==> src/rtl/div_unit_pkg.sv <==
// Shared core definitions for the RV32M divider: widths and div_op encodings.
package div_unit_pkg;

  localparam int unsigned RV_CPU_WIDTH      = 32;
  localparam int unsigned RV_REG_ADDR_WIDTH = 5;

  typedef enum logic [1:0] {
    DIV_OP_DIV  = 2'b00,
    DIV_OP_DIVU = 2'b01,
    DIV_OP_REM  = 2'b10,
    DIV_OP_REMU = 2'b11
  } div_op_e;

endpackage

==> src/rtl/div_unit_if.sv <==
// Request/writeback bundle between decode/execute, the divider and the writeback arbiter.
interface div_unit_if
  import div_unit_pkg::*;
#(
  parameter int unsigned CPU_WIDTH      = RV_CPU_WIDTH,
  parameter int unsigned REG_ADDR_WIDTH = RV_REG_ADDR_WIDTH
);
  logic                      div_start;
  logic                      div_ready;
  logic [1:0]                div_op;
  logic [REG_ADDR_WIDTH-1:0] div_rd;
  logic [CPU_WIDTH-1:0]      div_rs1_data;
  logic [CPU_WIDTH-1:0]      div_rs2_data;
  logic                      flush;
  logic                      wb_ready;
  logic                      div_busy;
  logic                      reg_wen;
  logic [REG_ADDR_WIDTH-1:0] reg_waddr;
  logic [CPU_WIDTH-1:0]      reg_wdata;

  modport master (
    output div_start, div_op, div_rd, div_rs1_data, div_rs2_data, flush, wb_ready,
    input  div_ready, div_busy, reg_wen, reg_waddr, reg_wdata
  );

  modport slave (
    input  div_start, div_op, div_rd, div_rs1_data, div_rs2_data, flush, wb_ready,
    output div_ready, div_busy, reg_wen, reg_waddr, reg_wdata
  );
endinterface

==> src/rtl/div_unit.sv <==
// Iterative restoring radix-2 divider for DIV/DIVU/REM/REMU with start/busy
// handshake, writeback backpressure hold and flush abort.
module div_unit
  import div_unit_pkg::*;
#(
  parameter int unsigned CPU_WIDTH      = RV_CPU_WIDTH,
  parameter int unsigned REG_ADDR_WIDTH = RV_REG_ADDR_WIDTH
) (
  input logic       clk,
  input logic       rst_n,
  div_unit_if.slave div_if
);

  localparam int unsigned CNT_W = $clog2(CPU_WIDTH);
  localparam logic [CNT_W-1:0]     LAST_CNT = CNT_W'(CPU_WIDTH - 1);
  localparam logic [CPU_WIDTH-1:0] MIN_NEG  = {1'b1, {(CPU_WIDTH-1){1'b0}}};

  typedef enum logic [1:0] {
    S_IDLE,
    S_CALC,
    S_DONE
  } state_e;

  state_e                    state_q, state_d;
  div_op_e                   op_q;
  logic [REG_ADDR_WIDTH-1:0] rd_q;
  logic                      neg_quo_q, neg_rem_q;
  logic [CNT_W-1:0]          count_q;
  logic [CPU_WIDTH-1:0]      quo_q, rem_q, dvsr_q, result_q;

  logic                      accept, special, last_iter;
  logic                      signed_op, sign1, sign2;
  logic [CPU_WIDTH-1:0]      abs1, abs2, special_res;
  logic [2*CPU_WIDTH:0]      iter;
  logic [CPU_WIDTH-1:0]      next_quo, next_rem, quo_fix, rem_fix;
  div_op_e                   req_op;

  // The partial remainder always stays below the divisor, so only the trial
  // difference needs the extra bit to keep the compare unsigned.
  function automatic logic [2*CPU_WIDTH:0] div_iter(
    input logic [CPU_WIDTH-1:0] rem,
    input logic [CPU_WIDTH-1:0] quo,
    input logic [CPU_WIDTH-1:0] dvsr
  );
    logic [CPU_WIDTH:0] shifted;
    logic [CPU_WIDTH:0] diff;
    shifted = {rem, quo[CPU_WIDTH-1]};
    diff    = shifted - {1'b0, dvsr};
    if (shifted >= {1'b0, dvsr}) begin
      return {diff, quo[CPU_WIDTH-2:0], 1'b1};
    end
    return {shifted, quo[CPU_WIDTH-2:0], 1'b0};
  endfunction

  always_comb begin
    req_op    = div_op_e'(div_if.div_op);
    accept    = (state_q == S_IDLE) && div_if.div_start && !div_if.flush;
    signed_op = !req_op[0];
    sign1     = signed_op && div_if.div_rs1_data[CPU_WIDTH-1];
    sign2     = signed_op && div_if.div_rs2_data[CPU_WIDTH-1];
    abs1      = sign1 ? -div_if.div_rs1_data : div_if.div_rs1_data;
    abs2      = sign2 ? -div_if.div_rs2_data : div_if.div_rs2_data;

    special     = 1'b0;
    special_res = '0;
    if (div_if.div_rs2_data == '0) begin
      special     = 1'b1;
      special_res = req_op[1] ? div_if.div_rs1_data : '1;
    end else if (signed_op && div_if.div_rs1_data == MIN_NEG && div_if.div_rs2_data == '1) begin
      special     = 1'b1;
      special_res = req_op[1] ? '0 : MIN_NEG;
    end

    iter      = div_iter(rem_q, quo_q, dvsr_q);
    next_rem  = iter[2*CPU_WIDTH-1:CPU_WIDTH];
    next_quo  = iter[CPU_WIDTH-1:0];
    quo_fix   = (op_q == DIV_OP_DIV && neg_quo_q) ? -next_quo : next_quo;
    rem_fix   = (op_q == DIV_OP_REM && neg_rem_q) ? -next_rem : next_rem;
    last_iter = (count_q == LAST_CNT);
  end

  always_comb begin
    state_d = state_q;
    unique case (state_q)
      S_IDLE: if (accept) state_d = special ? S_DONE : S_CALC;
      S_CALC: if (last_iter) state_d = S_DONE;
      S_DONE: if (div_if.wb_ready || rd_q == '0) state_d = S_IDLE;
      default: state_d = S_IDLE;
    endcase
    if (div_if.flush) state_d = S_IDLE;
  end

  always_ff @(posedge clk) begin
    if (!rst_n) state_q <= S_IDLE;
    else        state_q <= state_d;
  end

  always_ff @(posedge clk) begin
    if (!rst_n) begin
      op_q      <= DIV_OP_DIV;
      rd_q      <= '0;
      neg_quo_q <= 1'b0;
      neg_rem_q <= 1'b0;
      count_q   <= '0;
      quo_q     <= '0;
      rem_q     <= '0;
      dvsr_q    <= '0;
      result_q  <= '0;
    end else if (accept) begin
      op_q      <= req_op;
      rd_q      <= div_if.div_rd;
      neg_quo_q <= sign1 ^ sign2;
      neg_rem_q <= sign1;
      count_q   <= '0;
      quo_q     <= abs1;
      rem_q     <= '0;
      dvsr_q    <= abs2;
      result_q  <= special_res;
    end else if (state_q == S_CALC) begin
      quo_q   <= next_quo;
      rem_q   <= next_rem;
      count_q <= count_q + 1'b1;
      if (last_iter) result_q <= op_q[1] ? rem_fix : quo_fix;
    end
  end

  // Write port is decoded from registered state only.
  assign div_if.div_ready = (state_q == S_IDLE);
  assign div_if.div_busy  = (state_q != S_IDLE);
  assign div_if.reg_wen   = (state_q == S_DONE) && (rd_q != '0);
  assign div_if.reg_waddr = (state_q == S_DONE) ? rd_q : '0;
  assign div_if.reg_wdata = (state_q == S_DONE) ? result_q : '0;

endmodule

==> src/flat_wrapper.sv <==
// flat-port wrapper written by rule: the top's interface ports become plain ports
module div_unit_flat import div_unit_pkg::*;
#(
  parameter int unsigned CPU_WIDTH      = RV_CPU_WIDTH,
  parameter int unsigned REG_ADDR_WIDTH = RV_REG_ADDR_WIDTH
)
  (clk, rst_n, div_if_div_start, div_if_div_op, div_if_div_rd, div_if_div_rs1_data, div_if_div_rs2_data, div_if_flush, div_if_wb_ready, div_if_div_ready, div_if_div_busy, div_if_reg_wen, div_if_reg_waddr, div_if_reg_wdata);
  div_unit_if #(.CPU_WIDTH(CPU_WIDTH), .REG_ADDR_WIDTH(REG_ADDR_WIDTH)) div_if_i ();
  input logic clk;
  input logic rst_n;
  input wire logic [$bits(div_if_i.div_start)-1:0] div_if_div_start;
  input wire logic [$bits(div_if_i.div_op)-1:0] div_if_div_op;
  input wire logic [$bits(div_if_i.div_rd)-1:0] div_if_div_rd;
  input wire logic [$bits(div_if_i.div_rs1_data)-1:0] div_if_div_rs1_data;
  input wire logic [$bits(div_if_i.div_rs2_data)-1:0] div_if_div_rs2_data;
  input wire logic [$bits(div_if_i.flush)-1:0] div_if_flush;
  input wire logic [$bits(div_if_i.wb_ready)-1:0] div_if_wb_ready;
  output wire logic [$bits(div_if_i.div_ready)-1:0] div_if_div_ready;
  output wire logic [$bits(div_if_i.div_busy)-1:0] div_if_div_busy;
  output wire logic [$bits(div_if_i.reg_wen)-1:0] div_if_reg_wen;
  output wire logic [$bits(div_if_i.reg_waddr)-1:0] div_if_reg_waddr;
  output wire logic [$bits(div_if_i.reg_wdata)-1:0] div_if_reg_wdata;
  assign div_if_i.div_start = div_if_div_start;
  assign div_if_i.div_op = div_if_div_op;
  assign div_if_i.div_rd = div_if_div_rd;
  assign div_if_i.div_rs1_data = div_if_div_rs1_data;
  assign div_if_i.div_rs2_data = div_if_div_rs2_data;
  assign div_if_i.flush = div_if_flush;
  assign div_if_i.wb_ready = div_if_wb_ready;
  assign div_if_div_ready = div_if_i.div_ready;
  assign div_if_div_busy = div_if_i.div_busy;
  assign div_if_reg_wen = div_if_i.reg_wen;
  assign div_if_reg_waddr = div_if_i.reg_waddr;
  assign div_if_reg_wdata = div_if_i.reg_wdata;
  div_unit #(.CPU_WIDTH(CPU_WIDTH), .REG_ADDR_WIDTH(REG_ADDR_WIDTH)) u_core (.clk(clk), .rst_n(rst_n), .div_if(div_if_i));
endmodule
==> config.mk <==
export PLATFORM = sky130hd
export DESIGN_NAME = div_unit_flat
export DESIGN_NICKNAME = d
export VERILOG_FILES = /design/src/rtl/div_unit_pkg.sv /design/src/rtl/div_unit_if.sv /design/src/rtl/div_unit.sv /design/src/flat_wrapper.sv
export SDC_FILE = /design/constraint.sdc
export NUM_CORES = 1
export LEC_CHECK = 0
export CAP_MARGIN = 40
export CORE_ASPECT_RATIO = 0.9
export CORE_UTILIZATION = 30
export CTS_BUF_LIST = sky130_fd_sc_hd__clkbuf_16
export CTS_CLUSTER_SIZE = 40
export DETAILED_ROUTE_END_ITERATION = 6
export PLACE_DENSITY = 0.46
export SLEW_MARGIN = 10
export SYNTH_ARGS = -nofsm -noshare
export SYNTH_HDL_FRONTEND = slang
export SYNTH_SLANG_ARGS = --single-unit
==> constraint.sdc <==
create_clock -name clk -period 5.65 [get_ports clk]
set_input_delay 1.695 -clock clk [delete_from_list [all_inputs] [get_ports clk]]
set_output_delay 1.695 -clock clk [all_outputs]
set_load 0.05 [all_outputs]
==> metrics.csv, run 1 <==
stage;metric;value;unit
outcome;status;finished, final reports clean;
timing;slew_headroom;37.4;%
timing;min_period_over_period;95.8;%
yosys;synth-edff-count;0;
power;power;0.00368;W
yosys;synth_top_family_by_area;compound AO/OA/AOI/OAI gates;
hold_path;worstHoldEndpoint;u_core.count_q[4];
global_route;antenna_found_initial;0;
floorplan;die_area;41000;um2
global_route;use_met1;34.2;%
global_route;grt_use_total;23.5;%
floorplan;dieHeight;192;um
place;dp_slack;175;ps
yosys;synthFlopType;dfxtp_1;
yosys;synthSimpleGateAreaFrac;26.2;%
power;powerDensity;255;nW/um2
timing;clock_skew;12.0;ps
setup_path;critPathKind;flop to flop;
setup_path;crit_path_end_kind;flop;
yosys;syn_nets;1781;
yosys;syn_area_per_cell;7.25;um2
timing;setup_viol;0;
final_layout;final_common_cell;nand2_1;
global_route;met3_usage;4.61;%
setup_path;r2r-end;u_core.result_q[28];
floorplan;core-area;39500;um2
clock_network;cts_hold_buf;0;
power;p_sw_share;40.0;%
final_layout;mostFrequentLayoutCells;nand2_1, nor2_1, a21oi_1;
power;ir_drop;0.189;mV
routing;drc;0;
timing;final-hold-violation-count;0;
global_route;grt_busiest_layer;met2;
global_route;grt_pass1_vias;11717;
global_route;grt_max_degree;57;
routing;vias;12600;
global_route;overflow;0;
setup_path;r2r_start;u_core.rem_q[7];
place;numPortBuffers;115;
setup_path;critPathBufInv;0;
power;power_frac_comb;37.4;%
setup_path;slowest_delay;660;ps
power;p_seq_share;30.2;%
hold_path;holdCritStartpoint;u_core.count_q[4];
setup_path;r2r_cells;18;
yosys;yosys_warnings;0;
routing;routed_via_density;5.50;
yosys;synthAdderAreaFrac;4.21;%
yosys;synth-seq-area-share;23.9;%
yosys;synth_compound_area_share;27.6;%
clock_network;h-tree-depth;4;
floorplan;core.rowCount;69;
global_route;use_met2;35.0;%
setup_path;cp_max_fo;8;
yosys;synth.top_cell.area_share;23.9;%
clock_network;cts.sinks;144;
power;p_sw;0.00147;W
timing;tns;0;ps
routing;drtIter0Drc;879;
timing;tightest_slew;936;ps
flow_run;max-cap-violations;0;
place;gp_congestion;0.877;
yosys;syn_area;12100;um2
yosys;synth_seq_cells;144;
setup_path;crit_arrival;5800;ps
floorplan;fp.dieW;213;um
routing;routed_wl;48300;um
power;leakage;5.60;nW
place;dp_hpwl;37100;um
clock_network;cts_root_buf;clkbuf_16;
yosys;syn_inst;1665;
final_layout;final_util;36.5;%
yosys;muxShareOfSynthArea;2.09;%
clock_network;post_cts_buffers;0;
clock_network;clock_latency;460;ps
setup_path;crit_chain;ha_1, nand4_1, or4_1, nor3_2, o31ai_4, nand3_4, mux2i_2, ha_1, nor2b_1, nand2_1, or4_1, or3_1, nor3_1, a22o_1, and4_2, nor2_2, or4b_1, a31oi_1;
yosys;synthArstFlopShare;0;%
timing;worst_slack;236;ps
routing;drt_first_pass_iters;5;
final_layout;drive_above_1_share;7.68;%
setup_path;reg2reg_slack;240;ps
setup_path;start_kind;flop;
timing;finalMaxSlewViolations;0;
yosys;synth_xor_xnor_area_share;9.94;%
yosys;synth.area.top_cells;dfxtp_1, nand2_1, a21oi_1;
setup_path;cpLargestDelayFamily;simple AND/OR/NAND/NOR gates;
clock_network;clkTransAtPathRegs;70;ps
final_layout;area_growth_syn_to_layout;19.7;%
final_layout;insertedDiodeCount;0;
timing;max_freq;0.185;GHz
final_layout;fin_nets;1861;
setup_path;crit_required;6030;ps
power;p_int;0.00221;W
yosys;ys_types;98;
routing;post_drt_wl_per_cell;21.1;um
clock_network;cts.path.max_buffers;2;
hold_path;min_path_type;flop to flop;
yosys;yosys.area.top_type;dfxtp_1;
setup_path;worst_path_max_delay_cell;or4_1;
power;power_frac_clock;32.4;%
timing;fin_hold_ws;464;ps
floorplan;start_util;30.5;%
global_route;grt_first_pass_wirelength;72400;um
clock_network;cts_tree;built;
routing;final_antenna_net_count;0;
floorplan;io_pins;116;
clock_network;cts_buffers;17;
timing;period_minus_slack;5410;ps
hold_path;min_path_cells;2;
-- kinds of logic after synthesis --
kind of cell,count (synthesis)
xor+xnor,137
mux,25
simple gates,654
compound gates,497
fa+ha+maj,40
flops,144
buf+inv,168
-- worst min-delay path, cell delays in order, from the launching register on --
cell	delay, ps
dfxtp_1	320
nand2_1	50
a21oi_1	50
-- worst max-delay path by stage --
stage	start	to	slack (ps)	depth (start not counted)
2_1_floorplan	u_core.dvsr_q[24]	u_core.result_q[28]	510	25
3_3_place_gp	div_if_div_rs1_data[2]	u_core.result_q[31]	210	12
3_5_place_dp	u_core.rem_q[9]	u_core.result_q[22]	170	18
4_1_cts	u_core.rem_q[9]	u_core.result_q[22]	160	18
5_1_grt	u_core.rem_q[11]	u_core.result_q[28]	-20	18
6_report	u_core.rem_q[7]	u_core.result_q[28]	240	18
-- what timing repair did --
item	in CTS	in global routing
gates resized for setup	0	8
setup endpoints to repair	0	5
hold endpoints to repair	0	0
-- stage by stage --
step | std cells | cell area [um2]
after detailed placement | 2258 | 13800
final | 2290 | 14500
after global routing | 2290 | 14500
after CTS | 2290 | 14400
after floorplan | 1665 | 12100
after global placement | 2255 | 13800
-- power groups by stage --
stage / registers, W / clock network, W / logic, W
final: 0.00111 / 0.00119 / 0.00138
after global routing: 0.00112 / 0.00125 / 0.00149
after CTS: 0.00111 / 0.00122 / 0.00135
after detailed placement: 0.00113 / 0 / 0.00135
after global placement: 0.00113 / 0 / 0.00135
after floorplan: 0.00112 / 0 / 0.000922
-- layer usage --
layer / vias up / part of all wire, %
met3: 48 / 6.1
li1: 6145 / -
met4: 0 / 1.7
met1: 6027 / 50
met2: 380 / 43
met5: - / 0
-- registers in the layout, indices dropped and copies added (netlist names) --
| signal | flops |
|---|---|
| u_core.neg_quo_q | 1 |
| u_core.result_q | 32 |
| u_core.rem_q | 32 |
| u_core.dvsr_q | 32 |
| u_core.quo_q | 32 |
| u_core.op_q | 2 |
| u_core.rd_q | 5 |
| u_core.count_q | 5 |
| u_core.state_q | 2 |
| u_core.neg_rem_q | 1 |
-- cells in the mapped netlist, types with 10 or more instances --
library cell	n
nand2_1	219
nor2_1	151
a21oi_1	147
dfxtp_1	144
o21ai_0	82
xnor2_1	81
clkbuf_1	75
inv_1	61
xor2_1	56
nand3_1	46
nor3_1	45
and2_1	44
ha_1	39
a211oi_1	36
a31oi_1	32
nand4_1	28
o211a_1	25
o211ai_1	24
mux2i_1	23
o31ai_1	22
or3_1	17
a21o_1	16
nor4_1	16
and3_1	13
nand2b_1	12
a21boi_0	11
nor2b_1	11
buf_2	10
or4_1	10
-- final cells by class --
class                   instances  area [um2]
fillers                      4294       25100
multi-input cells            1353        8520
flip-flops and latches        144        2880
repair buffers                166        1550
well taps                     532         666
clock buffers                  17         425
inverters                      63         241
clock inverters                15         159
(Power assumes the default switching activity.)
==> run 2, diff against run 1 <==
--- a/config.mk
+++ b/config.mk
@@ -9,2 +9,3 @@
 export CORE_ASPECT_RATIO = 0.9
+export CORE_MARGIN = 4
 export CORE_UTILIZATION = 30
==> constraint.sdc (replaced) <==
create_clock -name clk -period 5.65 [get_ports clk]
set_input_delay 0.8475 -clock clk [delete_from_list [all_inputs] [get_ports clk]]
set_output_delay 0.8475 -clock clk [all_outputs]
set_load 0.05 [all_outputs]
==> metrics.csv, run 2 (synthesis gave the netlist of run 1 again) <==
stage;metric;value;unit
outcome;status;finished, final reports clean;
final_layout;fin_nets;1851;
final_layout;area_growth_syn_to_layout;19.7;%
place;numPortBuffers;115;
power;power_frac_comb;36.8;%
timing;tightest_slew;878;ps
clock_network;cts_hold_buf;0;
global_route;grt_first_pass_wirelength;74100;um
floorplan;start_util;30.5;%
setup_path;cp_max_fo;9;
floorplan;core-area;39600;um2
setup_path;r2r_cells;18;
floorplan;dieHeight;198;um
power;p_int;0.00230;W
timing;tns;0;ps
setup_path;crit_required;6030;ps
final_layout;insertedDiodeCount;0;
routing;vias;12611;
global_route;grt_use_total;22.0;%
power;leakage;5.57;nW
routing;routed_via_density;5.53;
timing;min_period_over_period;95.0;%
timing;setup_viol;0;
clock_network;cts_buffers;17;
clock_network;h-tree-depth;4;
setup_path;r2r_start;u_core.rem_q[10];
flow_run;max-cap-violations;0;
final_layout;mostFrequentLayoutCells;nand2_1, nor2_1, a21oi_1;
floorplan;fp.dieW;219;um
power;p_sw_share;38.7;%
final_layout;drive_above_1_share;7.61;%
global_route;grt_pass1_vias;11913;
setup_path;critPathKind;flop to flop;
timing;worst_slack;282;ps
clock_network;cts.sinks;144;
routing;routed_wl;48600;um
place;dp_slack;119;ps
floorplan;core.rowCount;69;
floorplan;die_area;43500;um2
setup_path;crit_path_end_kind;flop;
timing;final-hold-violation-count;0;
final_layout;stdcell_count;2279;
global_route;overflow;0;
power;p_seq_share;29.7;%
setup_path;r2r-end;u_core.result_q[28];
routing;drt_first_pass_iters;6;
power;power_frac_clock;33.5;%
timing;clock_skew;18.1;ps
place;dpl.cell_count;2244;
hold_path;min_path_type;flop to flop;
clock_network;cts_tree;built;
power;powerDensity;259;nW/um2
place;dp_hpwl;37400;um
hold_path;holdCritStartpoint;u_core.count_q[4];
timing;rsz0062_at_grt;no;
routing;drc;0;
setup_path;reg2reg_slack;280;ps
global_route;antenna_found_initial;1;
power;p_sw;0.00145;W
clock_network;clkTransAtPathRegs;70;ps
clock_network;clock_latency;460;ps
clock_network;cts.path.max_buffers;2;
place;gp_congestion;0.905;
setup_path;crit_arrival;5750;ps
power;ir_drop;0.235;mV
timing;slew_headroom;41.3;%
routing;final_antenna_net_count;0;
hold_path;worstHoldEndpoint;u_core.count_q[4];
final_layout;final_common_cell;nand2_1;
timing;finalMaxSlewViolations;0;
hold_path;min_path_cells;2;
setup_path;start_kind;flop;
timing;period_minus_slack;5370;ps
clock_network;cts_root_buf;clkbuf_16;
global_route;grt_max_degree;57;
routing;drtIter0Drc;990;
timing;max_freq;0.186;GHz
routing;post_drt_wl_per_cell;21.3;um
floorplan;io_pins;116;
==> run 2: final cells by class <==
class	count	area, um2
Fill cell	4206	25200
Clock buffer	17	425
Inverter	63	241
Tap cell	532	666
Sequential cell	144	2890
Multi-Input combinational cell	1353	8550
Timing Repair Buffer	156	1500
Clock inverter	14	190
==> run 2: per-stage QoR <==
step           area [um2]  utilization, %  total power [W]  hold WS, ps
5_1_grt             14500            36.5          0.00393          480
2_1_floorplan       12100               -          0.00204          441
4_1_cts             14400            36.2          0.00373          465
3_3_place_gp        13600            34.4          0.00247          446
6_report            14500            36.5          0.00375          464
3_5_place_dp        13700            34.7          0.00247          456
==> run 2: worst max-delay path, stage by stage (launching register included) <==
cell	delay (ps)
dfxtp_1	370
ha_2	440
nand4_1	170
or4_1	660
nor3_2	230
o31ai_4	120
nand3_4	210
mux2i_2	280
ha_1	250
nor2b_2	210
nand2_1	80
or4_1	510
or3_1	400
nor3_1	190
a22o_1	170
and4_2	340
nor2_2	40
or4b_1	460
a31oi_1	160
==> run 2: power by group through the flow <==
stage	sequential, W	clock (W)	combinational (W)
6_report	0.00111	0.00125	0.00138
4_1_cts	0.00111	0.00127	0.00134
5_1_grt	0.00112	0.00131	0.00150
3_5_place_dp	0.00114	0	0.00134
2_1_floorplan	0.00112	0	0.000922
3_3_place_gp	0.00114	0	0.00134
==> run 2: how the worst max path moves through the flow <==
stage	from	end	slack (ps)	cells after the start
5_1_grt	u_core.rem_q[1]	u_core.result_q[30]	3	18
2_1_floorplan	u_core.dvsr_q[24]	u_core.result_q[28]	510	25
4_1_cts	u_core.rem_q[19]	u_core.result_q[22]	110	18
6_report	u_core.rem_q[10]	u_core.result_q[28]	280	18
3_5_place_dp	u_core.rem_q[19]	u_core.result_q[22]	120	18
3_3_place_gp	u_core.rem_q[9]	u_core.result_q[22]	230	18
==> run 2: routing by layer <==
layer	part of all wire (%)	vias to the layer above	global-route usage (%)
li1	-	6139	-
met1	50	6079	33.3
met2	43	364	33.2
met3	5.7	29	3.48
met4	1.1	0	3.93
met5	0	-	0
==> run 2: what timing repair did <==
item | in CTS | in global routing
setup endpoints to repair | 0 | 8
hold endpoints to repair | 0 | 0
resized for setup | 0 | 16
buffers inserted | 0 | 4
